### src/rtl/pq_pop_stage_if.sv
// Signal bundle between the pq pop stage, the priority queue and the two downstream streams.
// The master modport is the stage itself; the slave modport is its environment.
interface pq_pop_stage_if #(
  parameter int DW    = 16,
  parameter int CNT_W = 16
);
  logic             pq_pop_o;
  logic             pq_pop_rdy_i;
  logic             pq_empty_i;
  logic [DW-1:0]    pq_data_i;
  logic             pq_overflow_i;
  logic [DW-1:0]    pq_data_overflow_i;
  logic             out_valid_o;
  logic             out_ready_i;
  logic [DW-1:0]    out_data_o;
  logic             ovf_valid_o;
  logic             ovf_ready_i;
  logic [DW-1:0]    ovf_data_o;
  logic             flush_i;
  logic             flush_done_o;
  logic             busy_o;
  logic [CNT_W-1:0] pop_cnt_o;
  logic [CNT_W-1:0] ovf_lost_o;

  modport master (
    output pq_pop_o,
    input  pq_pop_rdy_i, pq_empty_i, pq_data_i, pq_overflow_i, pq_data_overflow_i,
    output out_valid_o, out_data_o,
    input  out_ready_i,
    output ovf_valid_o, ovf_data_o,
    input  ovf_ready_i,
    input  flush_i,
    output flush_done_o, busy_o, pop_cnt_o, ovf_lost_o
  );

  modport slave (
    input  pq_pop_o,
    output pq_pop_rdy_i, pq_empty_i, pq_data_i, pq_overflow_i, pq_data_overflow_i,
    input  out_valid_o, out_data_o,
    output out_ready_i,
    input  ovf_valid_o, ovf_data_o,
    output ovf_ready_i,
    output flush_i,
    input  flush_done_o, busy_o, pop_cnt_o, ovf_lost_o
  );
endinterface

### src/rtl/pq_pop_stage.sv
// Drain stage of the priority queue: pops entries into a 2-entry output buffer, captures
// evicted entries into an overflow FIFO, and discards all queued entries on flush.
module pq_pop_stage #(
  parameter int DW        = 16,
  parameter int OVF_DEPTH = 4,
  parameter int CNT_W     = 16
) (
  input  logic           clk_i,
  input  logic           rst_ni,
  pq_pop_stage_if.master bus
);
  localparam int AW = $clog2(OVF_DEPTH);

  typedef enum logic [1:0] {
    S_IDLE  = 2'd0,
    S_POP   = 2'd1,
    S_FLUSH = 2'd2
  } state_e;

  state_e           state_q, state_d;
  logic             pop_q, pop_d;
  logic             flush_done_q, flush_done_d;

  logic [DW-1:0]    ob_mem_q [2];
  logic             ob_rd_ptr_q;
  logic             ob_wr_ptr_q;
  logic [1:0]       ob_cnt_q;
  logic [CNT_W-1:0] pop_cnt_q;

  logic [DW-1:0]    ovf_mem_q [OVF_DEPTH];
  logic [AW:0]      ovf_wp_q, ovf_rp_q;
  logic [CNT_W-1:0] ovf_lost_q;

  logic xfer_s, ob_wr_s, ob_rd_s, ob_clr_s;
  logic ovf_empty_s, ovf_full_s, ovf_rd_s, ovf_wr_s, ovf_drop_s;

  assign xfer_s   = pop_q & bus.pq_pop_rdy_i;
  assign ob_wr_s  = xfer_s & (state_q == S_POP);
  assign ob_rd_s  = (ob_cnt_q != 2'd0) & (state_q != S_FLUSH) & bus.out_ready_i;
  assign ob_clr_s = (state_q == S_IDLE) & bus.flush_i;

  assign ovf_empty_s = (ovf_wp_q == ovf_rp_q);
  assign ovf_full_s  = (ovf_wp_q[AW] != ovf_rp_q[AW]) &&
                       (ovf_wp_q[AW-1:0] == ovf_rp_q[AW-1:0]);
  assign ovf_rd_s    = ~ovf_empty_s & bus.ovf_ready_i;
  // A full FIFO still takes the write when the head leaves in the same cycle.
  assign ovf_wr_s    = bus.pq_overflow_i & (~ovf_full_s | ovf_rd_s);
  assign ovf_drop_s  = bus.pq_overflow_i & ovf_full_s & ~ovf_rd_s;

  // FSM state register together with the registered pop request and flush-done pulse
  always_ff @(posedge clk_i or negedge rst_ni) begin
    if (!rst_ni) begin
      state_q      <= S_IDLE;
      pop_q        <= 1'b0;
      flush_done_q <= 1'b0;
    end else begin
      state_q      <= state_d;
      pop_q        <= pop_d;
      flush_done_q <= flush_done_d;
    end
  end

  // FSM next-state logic; flush wins over pop in IDLE
  always_comb begin
    state_d      = state_q;
    flush_done_d = 1'b0;
    case (state_q)
      S_IDLE: begin
        if (bus.flush_i) begin
          state_d = S_FLUSH;
        end else if (!bus.pq_empty_i && (ob_cnt_q < 2'd2)) begin
          state_d = S_POP;
        end else begin
          state_d = S_IDLE;
        end
      end
      S_POP: begin
        if (xfer_s) begin
          state_d = S_IDLE;
        end else begin
          state_d = S_POP;
        end
      end
      S_FLUSH: begin
        if (bus.pq_empty_i && !xfer_s) begin
          state_d      = S_IDLE;
          flush_done_d = 1'b1;
        end else begin
          state_d = S_FLUSH;
        end
      end
      default: state_d = S_IDLE;
    endcase
  end

  // FSM output logic: next value of the registered pop request
  always_comb begin
    pop_d = 1'b0;
    case (state_d)
      S_POP:   pop_d = 1'b1;
      S_FLUSH: pop_d = ~bus.pq_empty_i;
      default: pop_d = 1'b0;
    endcase
  end

  // Output buffer: 2-entry FIFO, emptied when a flush is accepted
  always_ff @(posedge clk_i or negedge rst_ni) begin
    if (!rst_ni) begin
      ob_mem_q[0] <= {DW{1'b0}};
      ob_mem_q[1] <= {DW{1'b0}};
      ob_rd_ptr_q <= 1'b0;
      ob_wr_ptr_q <= 1'b0;
      ob_cnt_q    <= 2'd0;
    end else if (ob_clr_s) begin
      ob_rd_ptr_q <= 1'b0;
      ob_wr_ptr_q <= 1'b0;
      ob_cnt_q    <= 2'd0;
    end else begin
      if (ob_wr_s) begin
        ob_mem_q[ob_wr_ptr_q] <= bus.pq_data_i;
        ob_wr_ptr_q           <= ~ob_wr_ptr_q;
      end
      if (ob_rd_s) begin
        ob_rd_ptr_q <= ~ob_rd_ptr_q;
      end
      case ({ob_wr_s, ob_rd_s})
        2'b10:   ob_cnt_q <= ob_cnt_q + 2'd1;
        2'b01:   ob_cnt_q <= ob_cnt_q - 2'd1;
        default: ob_cnt_q <= ob_cnt_q;
      endcase
    end
  end

  // Delivered-entry counter, wraps
  always_ff @(posedge clk_i or negedge rst_ni) begin
    if (!rst_ni) begin
      pop_cnt_q <= {CNT_W{1'b0}};
    end else if (ob_rd_s) begin
      pop_cnt_q <= pop_cnt_q + {{(CNT_W-1){1'b0}}, 1'b1};
    end
  end

  // Overflow FIFO with wrap-bit pointers and saturating drop counter; untouched by flush
  always_ff @(posedge clk_i or negedge rst_ni) begin
    if (!rst_ni) begin
      for (int i = 0; i < OVF_DEPTH; i++) begin
        ovf_mem_q[i] <= {DW{1'b0}};
      end
      ovf_wp_q   <= {(AW+1){1'b0}};
      ovf_rp_q   <= {(AW+1){1'b0}};
      ovf_lost_q <= {CNT_W{1'b0}};
    end else begin
      if (ovf_wr_s) begin
        ovf_mem_q[ovf_wp_q[AW-1:0]] <= bus.pq_data_overflow_i;
        ovf_wp_q                    <= ovf_wp_q + {{AW{1'b0}}, 1'b1};
      end
      if (ovf_rd_s) begin
        ovf_rp_q <= ovf_rp_q + {{AW{1'b0}}, 1'b1};
      end
      if (ovf_drop_s && (ovf_lost_q != {CNT_W{1'b1}})) begin
        ovf_lost_q <= ovf_lost_q + {{(CNT_W-1){1'b0}}, 1'b1};
      end
    end
  end

  assign bus.pq_pop_o     = pop_q;
  assign bus.out_valid_o  = (ob_cnt_q != 2'd0) & (state_q != S_FLUSH);
  assign bus.out_data_o   = ob_mem_q[ob_rd_ptr_q];
  assign bus.ovf_valid_o  = ~ovf_empty_s;
  assign bus.ovf_data_o   = ovf_mem_q[ovf_rp_q[AW-1:0]];
  assign bus.flush_done_o = flush_done_q;
  assign bus.busy_o       = (state_q != S_IDLE);
  assign bus.pop_cnt_o    = pop_cnt_q;
  assign bus.ovf_lost_o   = ovf_lost_q;
endmodule
### src/flat_wrapper.sv
// flat-port wrapper written by rule: the top's interface ports become plain ports
module pq_pop_stage_flat 
#(
  parameter int DW        = 16,
  parameter int OVF_DEPTH = 4,
  parameter int CNT_W     = 16
)
  (clk_i, rst_ni, bus_pq_pop_o, bus_pq_pop_rdy_i, bus_pq_empty_i, bus_pq_data_i, bus_pq_overflow_i, bus_pq_data_overflow_i, bus_out_valid_o, bus_out_data_o, bus_out_ready_i, bus_ovf_valid_o, bus_ovf_data_o, bus_ovf_ready_i, bus_flush_i, bus_flush_done_o, bus_busy_o, bus_pop_cnt_o, bus_ovf_lost_o);
  pq_pop_stage_if #(.DW(DW), .CNT_W(CNT_W)) bus_i ();
  input  logic clk_i;
  input  logic rst_ni;
  output wire logic [$bits(bus_i.pq_pop_o)-1:0] bus_pq_pop_o;
  input wire logic [$bits(bus_i.pq_pop_rdy_i)-1:0] bus_pq_pop_rdy_i;
  input wire logic [$bits(bus_i.pq_empty_i)-1:0] bus_pq_empty_i;
  input wire logic [$bits(bus_i.pq_data_i)-1:0] bus_pq_data_i;
  input wire logic [$bits(bus_i.pq_overflow_i)-1:0] bus_pq_overflow_i;
  input wire logic [$bits(bus_i.pq_data_overflow_i)-1:0] bus_pq_data_overflow_i;
  output wire logic [$bits(bus_i.out_valid_o)-1:0] bus_out_valid_o;
  output wire logic [$bits(bus_i.out_data_o)-1:0] bus_out_data_o;
  input wire logic [$bits(bus_i.out_ready_i)-1:0] bus_out_ready_i;
  output wire logic [$bits(bus_i.ovf_valid_o)-1:0] bus_ovf_valid_o;
  output wire logic [$bits(bus_i.ovf_data_o)-1:0] bus_ovf_data_o;
  input wire logic [$bits(bus_i.ovf_ready_i)-1:0] bus_ovf_ready_i;
  input wire logic [$bits(bus_i.flush_i)-1:0] bus_flush_i;
  output wire logic [$bits(bus_i.flush_done_o)-1:0] bus_flush_done_o;
  output wire logic [$bits(bus_i.busy_o)-1:0] bus_busy_o;
  output wire logic [$bits(bus_i.pop_cnt_o)-1:0] bus_pop_cnt_o;
  output wire logic [$bits(bus_i.ovf_lost_o)-1:0] bus_ovf_lost_o;
  assign bus_pq_pop_o = bus_i.pq_pop_o;
  assign bus_i.pq_pop_rdy_i = bus_pq_pop_rdy_i;
  assign bus_i.pq_empty_i = bus_pq_empty_i;
  assign bus_i.pq_data_i = bus_pq_data_i;
  assign bus_i.pq_overflow_i = bus_pq_overflow_i;
  assign bus_i.pq_data_overflow_i = bus_pq_data_overflow_i;
  assign bus_out_valid_o = bus_i.out_valid_o;
  assign bus_out_data_o = bus_i.out_data_o;
  assign bus_i.out_ready_i = bus_out_ready_i;
  assign bus_ovf_valid_o = bus_i.ovf_valid_o;
  assign bus_ovf_data_o = bus_i.ovf_data_o;
  assign bus_i.ovf_ready_i = bus_ovf_ready_i;
  assign bus_i.flush_i = bus_flush_i;
  assign bus_flush_done_o = bus_i.flush_done_o;
  assign bus_busy_o = bus_i.busy_o;
  assign bus_pop_cnt_o = bus_i.pop_cnt_o;
  assign bus_ovf_lost_o = bus_i.ovf_lost_o;
  pq_pop_stage #(.DW(DW), .OVF_DEPTH(OVF_DEPTH), .CNT_W(CNT_W)) u_core (.clk_i(clk_i), .rst_ni(rst_ni), .bus(bus_i));
endmodule
### config.mk
export PLATFORM = sky130hd
export DESIGN_NAME = pq_pop_stage_flat
export DESIGN_NICKNAME = d
export VERILOG_FILES = /design/src/rtl/pq_pop_stage_if.sv /design/src/rtl/pq_pop_stage.sv /design/src/flat_wrapper.sv
export SDC_FILE = /design/constraint.sdc
export NUM_CORES = 1
export LEC_CHECK = 0
export ABC_AREA = 1
export CAP_MARGIN = 10
export CORE_ASPECT_RATIO = 0.7
export CORE_MARGIN = 3
export CORE_UTILIZATION = 59
export DETAILED_ROUTE_END_ITERATION = 10
export PLACE_DENSITY = 0.93
export SLEW_MARGIN = 15
export SYNTH_ARGS = -nofsm -noshare
export SYNTH_HDL_FRONTEND = slang
export SYNTH_SLANG_ARGS = --single-unit
### constraint.sdc
create_clock -name clk_i -period 3.8 [get_ports clk_i]
set_input_delay 0.76 -clock clk_i [delete_from_list [all_inputs] [get_ports clk_i]]
set_output_delay 0.76 -clock clk_i [all_outputs]
set_load 0.02 [all_outputs]
# [Yosys cells after proc, flatten, opt, wreduce, memory -nomap -nowiden]
# Index checks and enable logic that the tools add are counted.
[totals] wordCells=102 out_inout_bits=69 rom_bits=0 mem_count=0 input_bits=40 ff_bits=142 latch_bits=0 ramBits=0
[op_classes] eq_ne=11 muxes=26 shifts=0 add_sub_neg=6 magnitude_cmp=7 multipliers=0 bitwise=21 n_div=0 reduce_logical=15
[op_table] operator="two-way mux 16 bit" n=7
[op_table] operator="bitwise mux 64 bit" n=1
[op_table] operator="adder 16 x 1 -> 16 bit, second input constant" n=2
[op_table] operator="binary-select mux 16 bit (select 2 bit)" n=1
[op_table] operator="bitwise mux 32 bit" n=1
[op_table] operator="demux 16 bit (select 2 bit)" n=1
[op_table] operator="demux 16 bit (select 1 bit)" n=1
[op_table] operator="inequality test 16 bit, second input constant" n=1
[op_table] operator="bitwise AND 1 bit" n=9
[op_table] operator="two-way mux 1 bit" n=8
[op_table] operator="nonzero test 2 bit" n=4
[op_table] operator="NOT 1 bit" n=7
[op_table] operator="adder 3 x 1 -> 3 bit, second input constant" n=2
[op_table] operator="== test 2 x 1 -> 1 bit, second input constant" n=3
[op_table] operator="== test 2 bit, second input constant" n=3
[op_table] operator=">= comparator 3 bit, second input constant" n=2
[op_table] operator="logical AND 1 bit" n=6
[op_table] operator="two-way mux 2 bit" n=3
[op_table] operator="NOT 2 -> 3 bit" n=2
[op_table] operator="one-hot mux 2 bit (3 select lines)" n=1
[op_table] operator=">= comparator 2 bit, second input constant" n=2
[op_table] operator="NOT 1 -> 2 bit" n=2
[op_table] operator="one-hot mux 2 bit (2 select lines)" n=1
[op_table] operator="== test 3 bit" n=1
[op_table] operator="14 further kinds" n=15

# [Logic depth before layout (Yosys ltp)]
# Gate-level depths: netlist of the first run.
[depth] depth_word=7 ltp_mapped=10 ltp_nobuf=9

# [Worst setup path before layout of the first run]
# Ideal clock, no wire load.
[synth_path] path_kind="register -> output" from="reg u_core.ovf_rp_q[0]" to="out bus_ovf_data_o[10]" required_time_ns=3.040 n_path_buf=2 path_stages_with_launch=6 arrival_ns=1.327 path_slack_ns=1.713 cell_sequence="dfrtp_1 buf_4 inv_2 clkbuf_1 nor2_1 o22ai_1"
[synth_via] elab_chain_len=4
[synth_lines] item="start, declared" line_no="pq_pop_stage.sv:31" source="logic [AW:0] ovf_wp_q, ovf_rp_q;"
[synth_lines] item="start signal, assigned" line_no="pq_pop_stage.sv:150" source="ovf_rp_q <= {(AW+1){1'b0}};"
[synth_lines] item="start signal, assigned" line_no="pq_pop_stage.sv:158" source="ovf_rp_q <= ovf_rp_q + {{AW{1'b0}}, 1'b1};"
[synth_lines] item="NOT 2 -> 3 bit (implied by the code)" line_no="pq_pop_stage.sv:170" source="assign bus.ovf_data_o = ovf_mem_q[ovf_rp_q[AW-1:0]];"
[synth_lines] item="binary-select mux 16 bit (select 2 bit)" line_no="pq_pop_stage.sv:170"
[synth_lines] item="two-way mux 16 bit (implied by the code) (2 in series)" line_no="pq_pop_stage.sv:170"
[synth_lines] item="end, declared" line_no="flat_wrapper.sv:22" source="output wire logic [$bits(bus_i.ovf_data_o)-1:0] bus_ovf_data_o;"
# No other way between the ends. The select of a mux whose other input is x is not followed.

# [Worst setup path in the final report of the first run]
[layout_path] from="reg u_core.ovf_rp_q[1]" to="out bus_ovf_data_o[8]"
# Same word-level chain as after synthesis.

==> results.sh, run 1 <==
export IMPL_yosysWarnings=0
export IMPL_max_vdd_ir_drop_v=0.0005090
export IMPL_gp_congestion=0.8732
export IMPL_antenna_found_initial=0
export IMPL_final_max_slew_viol_count=0
export IMPL_syn_nets=985
export IMPL_io_buffers=108
export IMPL_setup_tns_ns=0
export IMPL_routed_wl_microns=18200
export IMPL_numClockSinks=142
export IMPL_mappedNetlistArea_sq_mm=0.007237
export IMPL_ctsLongestPathBuffers=2
export IMPL_period_needed_ns=3.084
export IMPL_critPathKind="flop to primary output"
export IMPL_fmax_ghz=0.3243
export IMPL_async_flop_share=1.000
export IMPL_synth_avg_cell_area_sq_um=7.740
export IMPL_dr_pass1_iters=5
export IMPL_fillCellCount=875
export IMPL_synth_edf_count=0
export IMPL_drt_initial_drc_count=572
export IMPL_grt_pass1_vias=6312
export IMPL_layout_common_cells="374 x nand2_1, 142 x dfrtp_1, 106 x clkdlybuf4s50_1"
export IMPL_route_vias_total=6629
export IMPL_endpoint_kind="primary output"
export IMPL_htreeDepth=4
export IMPL_slew_headroom=0.3052
export IMPL_clk_pin_slew_ns=0.06
export IMPL_postCtsHoldBufs=0
export IMPL_wl_met2_microns=8567
export IMPL_critPathLaunchType="flop"
export IMPL_rrSetupSlack_ns=1.43
export IMPL_dp_hpwl_microns=11690
export IMPL_worstPathMaxFanout=18
export IMPL_cts_root_buf="clkbuf_16"
export IMPL_finClkSkew_ns=0.009446
export IMPL_status="completed"
export IMPL_start_util=0.6107
export IMPL_tightest_slew_ns=1.042
export IMPL_synth_cells=935
export IMPL_regArea_sq_mm=0.003553
export IMPL_multi_input_area_sq_mm=0.003171
export IMPL_wl_met3_microns=1299
export IMPL_synth_seq_cells=142
export IMPL_rsz0062_at_grt="no"
export IMPL_dpl_cell_count=1156
export IMPL_grt_overflow=0
export IMPL_critPathRequiredTime_ns=3.04
export IMPL_fin_cells=1187
export IMPL_p_leak_nw=4.346
export IMPL_cts_setup_buffers=0
export IMPL_area_growth_pct=22.65
export IMPL_cts_tree="done"
export IMPL_m1WireLength_microns=8052
export IMPL_grt_start_max_net_pins=80
export IMPL_finalHoldViolCount=0
export IMPL_antenna_cells=0
export IMPL_drc=0
export IMPL_crit_arrival_ns=2.32
export IMPL_rows=33
export IMPL_vias_per_cell=5.585
export IMPL_cap_violations=0
export IMPL_setup_ws_ns=0.7161
export IMPL_drive_gt1_frac=0.05340
export IMPL_fin_crit_sh=0.8115
export IMPL_ant_nets=0
export IMPL_io_pins=109
export IMPL_power_density_mw_per_mm2=762.6
export IMPL_numCtsBuffers=17
export IMPL_avgRoutedWirePerCell_microns=15.33
export IMPL_die_x_microns=138.4
export IMPL_die_h_microns=98.66
export IMPL_synthTopCellsByArea="dfrtp_1 49%, nand2_1 19%, nand4_1 6.2%"
export IMPL_clkLatencyLatePin_ns=0.42
export IMPL_pre_cts_ws_ns=1.189
export IMPL_ys_seq_area_frac=0.4910
export IMPL_yosysTopAreaCell="dfrtp_1"
export IMPL_synth_top_cell_area_share=0.4910
export IMPL_layout_commonest_cell="nand2_1"
export IMPL_die_area_sq_mm=0.01365
export IMPL_topRoutingLayerUsed="met4"
export IMPL_grt_pass1_wl_microns=30880
export IMPL_grt_total_usage=0.2729
export IMPL_finalSetupViolations=0
export IMPL_hold_class="input pin to async pin"
export IMPL_nNetsFinal=1068
export IMPL_core_area_sq_mm=0.01185
export IMPL_yosys_cell_types_count=30
export IMPL_place_area_sq_mm=0.008303
export IMPL_stdcell_area_sq_mm=0.008876
export IMPL_synthFlopType="dfrtp_1"
export IMPL_ctsResizeCount=0
## where the power goes
part | total (W) | internal [W] | switching, W
clock | 0.00161 | 0.000964 | 0.000648
combinational | 0.00284 | 0.00107 | 0.00177
sequential | 0.00232 | 0.00198 | 0.000331
## cell type report
| cell class | count | area share |
|---|---|---|
| tap | 157 | 0.02213 |
| inverter | 66 | 0.02791 |
| clock buffer | 18 | 0.04835 |
| clock inverter | 13 | 0.01621 |
| multi-input combinational | 677 | 0.3572 |
| sequential | 142 | 0.4003 |
| timing repair buffer | 114 | 0.1279 |
## cells in the mapped netlist, types with 2 or more instances
cell type / count
dfrtp_1: 142
inv_2: 4
nand3_1: 14
nand3_2: 6
nand3b_1: 2
buf_6: 6
o21ai_0: 69
o22ai_1: 16
nor3_1: 3
nand4_1: 72
o21ai_1: 9
ha_1: 10
buf_1: 8
nand2_1: 374
xnor2_1: 13
nor2_4: 3
nor2_2: 2
clkbuf_1: 20
nor2_1: 70
inv_1: 61
a21oi_1: 3
buf_4: 5
xor2_1: 7
buf_2: 10
## kinds of logic after synthesis
family,after synthesis,share of synthesized area
XOR/XNOR,20,0.02420
buffers and inverters,116,0.07088
adder cells (fa/ha/maj),10,0.01729
AND/OR/NAND/NOR,550,0.3268
flip-flops,142,0.4910
AO/OA/AOI/OAI,97,0.06985
## final timing paths
path | start | to | depth (start not counted)
min | rst_ni | u_core.bus.pop_cnt_o[11] | 1
max reg2reg | u_core.ovf_wp_q[0] | u_core.ovf_mem_q[58] | 5
max | u_core.ovf_rp_q[1] | bus_ovf_data_o[8] | 4
min reg2reg | u_core.ovf_mem_q[22] | u_core.ovf_mem_q[22] | 2
min in group clk_i | u_core.ovf_mem_q[22] | u_core.ovf_mem_q[22] | 2
max in group asynchronous | rst_ni | u_core.ovf_mem_q[58] | 2
## routing by layer
layer  vias to the layer above  global-route usage
met5                         -                   0
met4                         0             0.07062
met3                        33             0.06499
met2                       300              0.4329
met1                      3115              0.3842
li1                       3181                   -
## worst max-delay path, stage by stage, from the launching register on
cell and delay [ns]:
dfrtp_1 0.54, inv_2 0.33, o21ai_0 0.17, o22ai_1 0.21, clkdlybuf4s50_1 0.65
## state kept, by name, summed over array words and instances, names as in the netlist
register,flops
u_core.bus.flush_done_o,1
u_core.bus.ovf_lost_o,16
u_core.bus.pop_cnt_o,16
u_core.bus.pq_pop_o,1
u_core.ob_cnt_q,2
u_core.ob_mem_q,32
u_core.ob_rd_ptr_q,1
u_core.ob_wr_ptr_q,1
u_core.ovf_mem_q,64
u_core.ovf_rp_q,3
u_core.ovf_wp_q,3
u_core.state_q,2
## metrics by stage
step           power, W    util  hold slack, ns
2_1_floorplan  0.004088       -          0.4366
3_3_place_gp   0.005004  0.7007          0.4495
3_5_place_dp   0.005111  0.7007          0.4530
4_1_cts        0.006758  0.7490          0.3425
5_1_grt        0.007168  0.7490          0.3573
6_report       0.006768  0.7490          0.3218
Power figures use the tool's default switching activity.
==> inputs of run 2 (changes only) <==
--- a/config.mk
+++ b/config.mk
@@ -9,9 +9,9 @@
 export CAP_MARGIN = 10
 export CORE_ASPECT_RATIO = 0.7
 export CORE_MARGIN = 3
-export CORE_UTILIZATION = 59
+export CORE_UTILIZATION = 55
 export DETAILED_ROUTE_END_ITERATION = 10
-export PLACE_DENSITY = 0.93
+export PLACE_DENSITY = 0.88
 export SLEW_MARGIN = 15
 export SYNTH_ARGS = -nofsm -noshare
 export SYNTH_HDL_FRONTEND = slang
==> constraint.sdc (replaced) <==
create_clock -name clk_i -period 3 [get_ports clk_i]
set_input_delay 0.6 -clock clk_i [delete_from_list [all_inputs] [get_ports clk_i]]
set_output_delay 0.6 -clock clk_i [all_outputs]
set_load 0.02 [all_outputs]
==> run 2 against run 1 <==
  * Final cell count is 1.3% higher
  * Non-clock buffer count is 11 higher
  * Worst setup slack worse by 0.54 ns
  * Register-to-register slack worse by 0.53 ns
  * First-iteration DRC count is 24% higher
  * Largest power group unchanged
==> results.sh, run 2 (synthesis results as in run 1) <==
export IMPL_status="completed"
export IMPL_fmax_ghz=0.3538
export IMPL_crit_arrival_ns=2.23
export IMPL_rrSetupSlack_ns=0.90
export IMPL_stdcell_area_sq_mm=0.009024
export IMPL_fin_crit_sh=0.9421
export IMPL_grt_start_max_net_pins=64
export IMPL_numClockSinks=142
export IMPL_rows=34
export IMPL_tightest_slew_ns=0.9971
export IMPL_grt_pass1_wl_microns=31030
export IMPL_route_vias_total=6781
export IMPL_worst_r2r_path_depth=8
export IMPL_drt_initial_drc_count=709
export IMPL_finClkSkew_ns=0.01128
export IMPL_finalSetupViolations=0
export IMPL_max_vdd_ir_drop_v=0.0006587
export IMPL_clk_pin_slew_ns=0.06
export IMPL_die_h_microns=102.0
export IMPL_worstPathMaxFanout=35
export IMPL_routed_wl_microns=18620
export IMPL_io_buffers=108
export IMPL_finalHoldViolCount=0
export IMPL_critPathKind="flop to primary output"
export IMPL_start_util=0.5728
export IMPL_area_growth_pct=24.69
export IMPL_vias_per_cell=5.637
export IMPL_place_area_sq_mm=0.008392
export IMPL_grt_overflow=0
export IMPL_postCtsHoldBufs=0
export IMPL_critPathLaunchType="flop"
export IMPL_ctsLongestPathBuffers=2
export IMPL_gp_congestion=0.8836
export IMPL_cts_root_buf="clkbuf_16"
export IMPL_layout_commonest_cell="nand2_1"
export IMPL_pre_cts_ws_ns=0.5967
export IMPL_ant_nets=0
export IMPL_io_pins=109
export IMPL_slew_headroom=0.3352
export IMPL_numCtsBuffers=17
export IMPL_dr_pass1_iters=5
export IMPL_critPathRequiredTime_ns=2.40
export IMPL_grt_pass1_vias=6280
export IMPL_die_x_microns=143.1
export IMPL_grt_total_usage=0.2652
export IMPL_p_leak_nw=4.425
export IMPL_htreeDepth=4
export IMPL_cts_setup_buffers=0
export IMPL_setup_tns_ns=0
export IMPL_final_max_slew_viol_count=0
export IMPL_largest_reg_flops=64
export IMPL_clkLatencyLatePin_ns=0.42
export IMPL_regMostFlops="u_core.ovf_mem_q"
export IMPL_period_needed_ns=2.826
export IMPL_antenna_found_initial=0
export IMPL_dp_hpwl_microns=11610
export IMPL_reg_top3="u_core.ovf_mem_q x64, u_core.ob_mem_q x32"
export IMPL_antenna_cells=0
export IMPL_avgRoutedWirePerCell_microns=15.48
export IMPL_total_power_w=0.008876
export IMPL_ctsResizeCount=0
export IMPL_hold_class="input pin to async pin"
export IMPL_cts_tree="done"
export IMPL_cap_violations=0
export IMPL_endpoint_kind="primary output"
export IMPL_core_area_sq_mm=0.01263
export IMPL_drc=0
export IMPL_rsz0062_at_grt="no"
export IMPL_setup_ws_ns=0.1736
export IMPL_die_area_sq_mm=0.01459
export IMPL_nNetsFinal=1079
export IMPL_power_density_mw_per_mm2=983.7
export IMPL_drive_gt1_frac=0.06436
export IMPL_layout_common_cells="374 x nand2_1, 142 x dfrtp_1, 106 x clkdlybuf4s50_1"
==> run 2: power breakdown <==
part	internal, W	total, W	switching, W
sequential	0.00251	0.00292	0.000409
clock	0.00141	0.00225	0.000835
combinational	0.00141	0.00371	0.00230
total	0.00534	0.00888	0.00354
==> run 2: worst paths after layout <==
kind | from | end
hold reg to reg | u_core.ovf_mem_q[37] | u_core.ovf_mem_q[37]
min in group clk_i | u_core.ovf_mem_q[37] | u_core.ovf_mem_q[37]
setup reg to reg | u_core.ovf_rp_q[0] | u_core.ovf_mem_q[29]
max in group asynchronous | rst_ni | u_core.ovf_mem_q[54]
setup / recovery | u_core.ovf_rp_q[0] | bus_ovf_valid_o
hold / removal | rst_ni | u_core.bus.pop_cnt_o[9]
==> run 2: critical path, cell delays in order, from the launching register on <==
cell and delay, ns:
dfrtp_1 0.39, buf_4 0.37, nand2_1 0.11, nand2_1 0.13, nor2_4 0.06, nand2_1 0.12
clkdlybuf4s50_1 0.62
==> run 2: through the flow <==
step	utilization	std cells	hold WS [ns]
global route	0.7142	1203	0.1851
finish	0.7142	1203	0.1453
detailed placement	0.6642	1172	0.4539
global placement	0.6642	1172	0.4484
floorplan	-	935	0.3044
CTS	0.7140	1203	0.1728
==> run 2: cell type report <==
class                      instances  area [sq um]
tap                              162         202.7
inverter                          66         250.2
multi-input combinational        677          3171
timing repair buffer             125          1217
clock inverter                    13         190.2
clock buffer                      18         439.2
fill                             940          3611
sequential                       142          3553
==> run 2: metal layers <==
| metal | global-route usage | wire length [microns] | vias to the layer above |
|---|---|---|---|
| met5 | 0 | 0 | - |
| met4 | 0.07305 | 341 | 0 |
| met3 | 0.05566 | 1569 | 37 |
| met2 | 0.4134 | 8411 | 360 |
| met1 | 0.3812 | 8297 | 3169 |
| li1 | - | - | 3215 |
==> RTL change 1 (config.mk and constraints of run 2) <==
The 3 states of `state_e` get a one-hot encoding in 3 bits.
--- a/src/rtl/pq_pop_stage.sv
+++ b/src/rtl/pq_pop_stage.sv
@@ -11,10 +11,10 @@
 );
   localparam int AW = $clog2(OVF_DEPTH);
 
-  typedef enum logic [1:0] {
-    S_IDLE  = 2'd0,
-    S_POP   = 2'd1,
-    S_FLUSH = 2'd2
+  typedef enum logic [2:0] {
+    S_IDLE  = 3'b001,
+    S_POP   = 3'b010,
+    S_FLUSH = 3'b100
   } state_e;
 
   state_e           state_q, state_d;
Behaviour: no difference found for any inputs over 4 cycles, from zero or initial values and one cycle with rst_ni low; so few cycles prove little.
==> RTL change 1 against run 2 <==
- sequential cell count up 1
- critical path type unchanged
- synthesized area down 0.14%
- first-iteration DRC count down 4.1%
- power up 2.3%
- wire length down 3.7%
- worst setup slack worse by 100 ps
- non-clock buffer count down 2
- design area down 0.36%
==> RTL change 1: results (changes against run 2) <==
- Outcome: complete, no violations
- Post-synth top cells: 380 x nand2_1, 142 x dfrtp_1, 73 x nand4_1, 72 x nor2_1
- Total routed wirelength: 17920 um (-3.7%)
- CP peak stage delay: 660 ps (+40 ps)
- HPWL after detailed placement: 11820 um (+1.8%)
- Via count: 6554 (-3.3%)
- Worst-path maximum fanout: 35 (unchanged)
- DRT Pass-1 Iters: 6 (+1)
- R2R depth: 8 (unchanged)
- Peak VDD IR: 0.0005202 V (-21%)
- Buffers on Ports: 108 (unchanged)
- Launch point of the worst reg-to-reg path: u_core.ovf_rp_q[0]
- Diode count: 0 (unchanged)
- Biggest regs: u_core.ovf_mem_q x64, u_core.ob_mem_q x32
- HP Class: in -> async
- Vias in the first global route: 6196 (-1.3%)
- Final setup fails: 0 (unchanged)
- First-pass GRT wire length: 30050 um (-3.2%)
- FF-to-FF setup slack: 750 ps (-150 ps)
- Post-Layout Cell Count: 1203 (unchanged)
- CTS root buffer: clkbuf_16
- Worst setup path end: bus_ovf_data_o[7]
- Clk_skew: 9.548 ps (-1.736 ps)
- Iter 0 DRT Violations: 680 (-4.1%)
- Worst-skew pair later-pin latency: 410 ps
- Synth Instances: 936 (+0.11%)
- Total global-route track usage: 25.46% (-1.1 points)
- Clock-pin slew on the worst setup and hold paths: 70 ps
- TritonCTS Buffers: 17 (unchanged)
- Startpoint Class: flop
- Largest delay share family, worst path: buffers and inverters
- Post-cts resize count: 0 (unchanged)
- Pleak: 4.406 nW (-0.41%)
- Register area share after synthesis: 49.53% (+0.43 points)
- Critical Path AT: 2330 ps (+100 ps)
- Yosys warning count: 0 (unchanged)
- Least-Margin Pin Slew: 659.1 ps (-338.0 ps)
- Max cap viols: 0 (unchanged)
- Syn Nets: 984 (-0.10%)
- Setup bufs post-CTS: 0 (unchanged)
- Layout cell share with drive strength beyond 1: 6.148% (-0.29 points)
- Asr flop ratio synth: 100.0% (unchanged)
- Fill count: 963 (+2.4%)
- Pin count of the biggest net entering global routing: 67 (+4.7%)
- Clock buffer depth: 2 (unchanged)
- Final net count: 1076 (-0.28%)
- R2r endpoint: u_core.ovf_mem_q[61]
- Netlist cell types: 29 (-3.3%)
- GPL Wtd Cong: 0.8909 (+0.83%)
- CTS HTree Levels: 4 (unchanged)
- Synth top area cells: dfrtp_1 49%, nand2_1 20%, nand4_1 6.3%, nor2_1 3.7%, o21ai_0 3.7%
- Slowest CP cell: clkdlybuf4s50_1
- Initial antenna violation count: 0 (unchanged)
RTL change 1: area by class of cell:
cell class                      count  area share (%)
Tap cell                          162           2.254
Multi-Input combinational cell    685           35.25
Clock buffer                       18           4.884
Inverter                           58           2.421
Sequential cell                   143           39.81
Clock inverter                     14           2.004
Timing Repair Buffer              123           13.37
RTL change 1: stage by stage:
step | area (um2) | util [%] | worst slack (ps) | power [W]
finish | 8991 | 71.16 | 72.81 | 0.009082
global route | 8991 | 71.16 | 0.2631 | 0.009655
CTS | 8991 | 71.16 | 118.0 | 0.009085
detailed placement | 8372 | 66.26 | 573.7 | 0.006851
global placement | 8372 | 66.26 | 586.1 | 0.006745
floorplan | 7227 | - | 1066 | 0.005409
RTL change 1: kinds of logic (layout without fill, tap and decap cells):
| group | count (synthesis) | after routing | synth area share [%] |
|---|---|---|---|
| xor+xnor | 20 | 20 | 2.424 |
| buf+inv | 108 | 213 | 6.613 |
| flops | 143 | 143 | 49.53 |
| compound gates | 97 | 97 | 7.029 |
| simple gates | 560 | 560 | 33.02 |
| fa+ha+maj | 8 | 8 | 1.385 |
RTL change 1: power breakdown:
group	total, W	internal, W	switching (W)
combinational	0.00383	0.00149	0.00234
clock	0.00220	0.00135	0.000851
sequential	0.00305	0.00259	0.000460
total	0.00908	0.00543	0.00366
RTL change 1: routing by layer:
metal  vias up  part of all wire [%]  global-route usage [%]
li1       3222                     -                       -
met1      3009                    46                   37.64
met2       304                    44                   37.70
met3        19                   9.2                   6.455
met4         0                  0.99                   6.720
met5         -                     0                       0
RTL change 1: worst reg2reg max path, stage by stage, from the launching register on:
cell,delay [ps]
dfrtp_1,380
inv_2,440
nand2_1,100
nand2_1,130
nor2_4,60
nand2_4,230
nand3_2,460
nand2_1,260
nand2_1,70
RTL change 1: worst min path at each step:
stage,from,to,slack [ps],cells after the start
4_1_cts,rst_ni,u_core.ovf_mem_q[62],190,1
3_5_place_dp,u_core.ovf_mem_q[28],u_core.ovf_mem_q[28],450,2
3_3_place_gp,u_core.ovf_mem_q[27],u_core.ovf_mem_q[27],450,2
6_report,rst_ni,u_core.ovf_mem_q[30],170,1
5_1_grt,rst_ni,u_core.ovf_mem_q[62],210,1
2_1_floorplan,rst_ni,u_core.bus.flush_done_o,300,0
==> RTL change 2 (config.mk and constraints of run 2) <==
Made on the original files. `OVF_DEPTH` is set to 4 in 2 places; all go to 8.
--- a/src/rtl/pq_pop_stage.sv
+++ b/src/rtl/pq_pop_stage.sv
@@ -2,7 +2,7 @@
 // evicted entries into an overflow FIFO, and discards all queued entries on flush.
 module pq_pop_stage #(
   parameter int DW        = 16,
-  parameter int OVF_DEPTH = 4,
+  parameter int OVF_DEPTH = 8,
   parameter int CNT_W     = 16
 ) (
   input  logic           clk_i,
--- a/src/flat_wrapper.sv
+++ b/src/flat_wrapper.sv
@@ -2,7 +2,7 @@
 module pq_pop_stage_flat 
 #(
   parameter int DW        = 16,
-  parameter int OVF_DEPTH = 4,
+  parameter int OVF_DEPTH = 8,
   parameter int CNT_W     = 16
 )
   (clk_i, rst_ni, bus_pq_pop_o, bus_pq_pop_rdy_i, bus_pq_empty_i, bus_pq_data_i, bus_pq_overflow_i, bus_pq_data_overflow_i, bus_out_valid_o, bus_out_data_o, bus_out_ready_i, bus_ovf_valid_o, bus_ovf_data_o, bus_ovf_ready_i, bus_flush_i, bus_flush_done_o, bus_busy_o, bus_pop_cnt_o, bus_ovf_lost_o);
Formal check against the unedited RTL: not equivalent (a bounded check fails within 10 cycles, from zero or initial values and one cycle with rst_ni low).
==> RTL change 2 against run 2 <==
- first-iteration DRC count rose by 79%
- sequential cell count rose by 66
- power rose by 45%
- global-route usage rose by 0.98 points
- clock power rose by 28%
- largest power group unchanged
- design area rose by 41%
- critical endpoint unchanged
- worst setup slack got worse by 69 ps
- synthesized area rose by 48%
- wire length rose by 62%
==> RTL change 2: results (changes against run 2) <==
- Syn Nets: 1428 (+45%)
- First-pass GRT wire length: 47840 um (+54%)
- Yosys warning count: 0 (unchanged)
- Startpoint Class: flop
- TritonCTS Buffers: 22 (+5)
- Biggest regs: u_core.ovf_mem_q x128, u_core.ob_mem_q x32
- Worst-path maximum fanout: 14 (-60%)
- Most used DFF post-synth: dfrtp_1
- FF-to-FF setup slack: 500 ps (-400 ps)
- Worst setup path end: bus_ovf_valid_o
- Iter 0 DRT Violations: 1272 (+79%)
- Final net count: 1493 (+38%)
- Buffers on Ports: 108 (unchanged)
- Least-Margin Pin Slew: 806.7 ps (-190.4 ps)
- Pleak: 6.332 nW (+43%)
- Netlist cell types: 31 (+3.3%)
- Critical Path AT: 2300 ps (+70 ps)
- Launch point of the worst reg-to-reg path: u_core.ovf_rp_q[1]
- Diode count: 0 (unchanged)
- Clk_skew: 11.13 ps (-0.1572 ps)
- Asr flop ratio synth: 100.0% (unchanged)
- Via count: 10127 (+49%)
- Layout cell share with drive strength beyond 1: 7.255% (+0.82 points)
- Post-synthesis mux area share: 0% (unchanged)
- Post-Synth XOR/XNOR Area: 2.123% (-0.30 points)
- Initial antenna violation count: 0 (unchanged)
- Clock-pin slew on the worst setup and hold paths: 60 ps (about the same)
- Vias in the first global route: 9449 (+50%)
- DRT Pass-1 Iters: 6 (+1)
- Peak VDD IR: 0.0008260 V (+25%)
- Register area share after synthesis: 48.52% (-0.58 points)
- CTS HTree Levels: 1 (-3)
- Worst-skew pair later-pin latency: 500 ps (+80 ps)
- R2r endpoint: u_core.bus.ovf_lost_o[13]
- GPL Wtd Cong: 0.9153 (+3.6%)
- R2R depth: 8 (unchanged)
- Total routed wirelength: 30080 um (+62%)
- Total global-route track usage: 27.49% (+0.98 points)
- Synth top area cells: dfrtp_1 49%, nand2_1 18%, nand4_1 8.0%, o21ai_0 4.9%, nor2_1 4.0%
- Slowest CP cell: clkdlybuf4s50_1
- Adder-cell share of the synthesized area: 0.8165% (-0.91 points)
- HP Class: in -> async
- Post-synth top cells: 510 x nand2_1, 208 x dfrtp_1, 137 x nand4_1, 115 x nor2_1, 106 x o21ai_0
- Switch Pwr: 0.005341 W (+51%)
- Clock buffer depth: 3 (+1)
- HPWL after detailed placement: 19630 um (+69%)
- Pin count of the biggest net entering global routing: 70 (+9.4%)
- Outcome: complete, no violations
- Post-synthesis compound-gate area fraction: 6.824% (-0.16 points)
- CTS root buffer: clkbuf_16
- CP peak stage delay: 590 ps (-30 ps)
[RTL change 2: cell types whose count changed in the layout (fill, tap and decap cells not counted), sizes merged, moves of 16 or more]
cell	run 2	this run
nand4	72	139
nand2	375	512
nor3	3	19
nor2	75	118
a21oi	3	19
clkbuf	18	34
a31oi	0	16
buf	19	37
dfrtp	142	208
o21ai	78	106
nand3	21	46
clkdlybuf4s50	106	90
[RTL change 2: per-layer routing]
| layer | GRT usage [%] | part of all wire (%) | up-vias |
|---|---|---|---|
| li1 | - | - | 4677 |
| met1 | 39.78 | 43 | 4789 |
| met2 | 41.28 | 44 | 614 |
| met3 | 7.699 | 12 | 47 |
| met4 | 6.832 | 1.3 | 0 |
| met5 | 0 | 0 | - |
[RTL change 2: final cells by class]
type | count | area, um2
fillers | 1552 | 6331
flip-flops and latches | 208 | 5207
multi-input cells | 1011 | 4741
repair buffers | 144 | 1420
clock buffers | 33 | 663.1
well taps | 264 | 330.3
inverters | 59 | 221.5
clock inverters | 6 | 108.9
[RTL change 2: metrics by stage]
step | hold WS [ps] | power, W | setup WS [ps] | std cells | cell area, um2
2_1_floorplan | 304.4 | 0.007868 | 826.6 | 1381 | 10730
3_3_place_gp | 448.6 | 0.009744 | 345.6 | 1686 | 11900
3_5_place_dp | 453.2 | 0.009946 | 343.8 | 1686 | 11900
4_1_cts | 131.9 | 0.01280 | 1.314 | 1725 | 12670
5_1_grt | 154.6 | 0.01362 | 25.87 | 1725 | 12690
6_report | 122.0 | 0.01288 | 104.4 | 1725 | 12690
[RTL change 2: power groups by stage]
stage	Sequential (W)	Clock, W	Combinational, W
after floorplan	0.00437	0	0.00349
after global placement	0.00454	0	0.00521
after detailed placement	0.00456	0	0.00539
after CTS	0.00455	0.00291	0.00534
after global routing	0.00469	0.00302	0.00592
final	0.00460	0.00288	0.00540
[RTL change 2: critical path, delay by kind of cell, from the launching register on]
family        cells  cell delay [ps]
buf+inv           2              800
simple gates      4              500
flops             1              480
[RTL change 2: what timing repair did]
item	4_1_cts	5_1_grt
pin swaps	0	0
gates cloned	0	0
hold buffers	0	0
hold endpoints to repair	0	0
endpoints found under the setup margin	16	9
setup buffers	0	0
gates resized for setup	8	10
[RTL change 2: cell families (layout without fill, tap and decap cells)]
family                     Yosys count  count (layout)
DFF                                208             208
and+or+nand+nor                    836             836
xor gates and xnor gates            26              26
buffers and inverters              162             242
AOI/OAI and AO/OA                  142             142
adders and majority gates            7               7
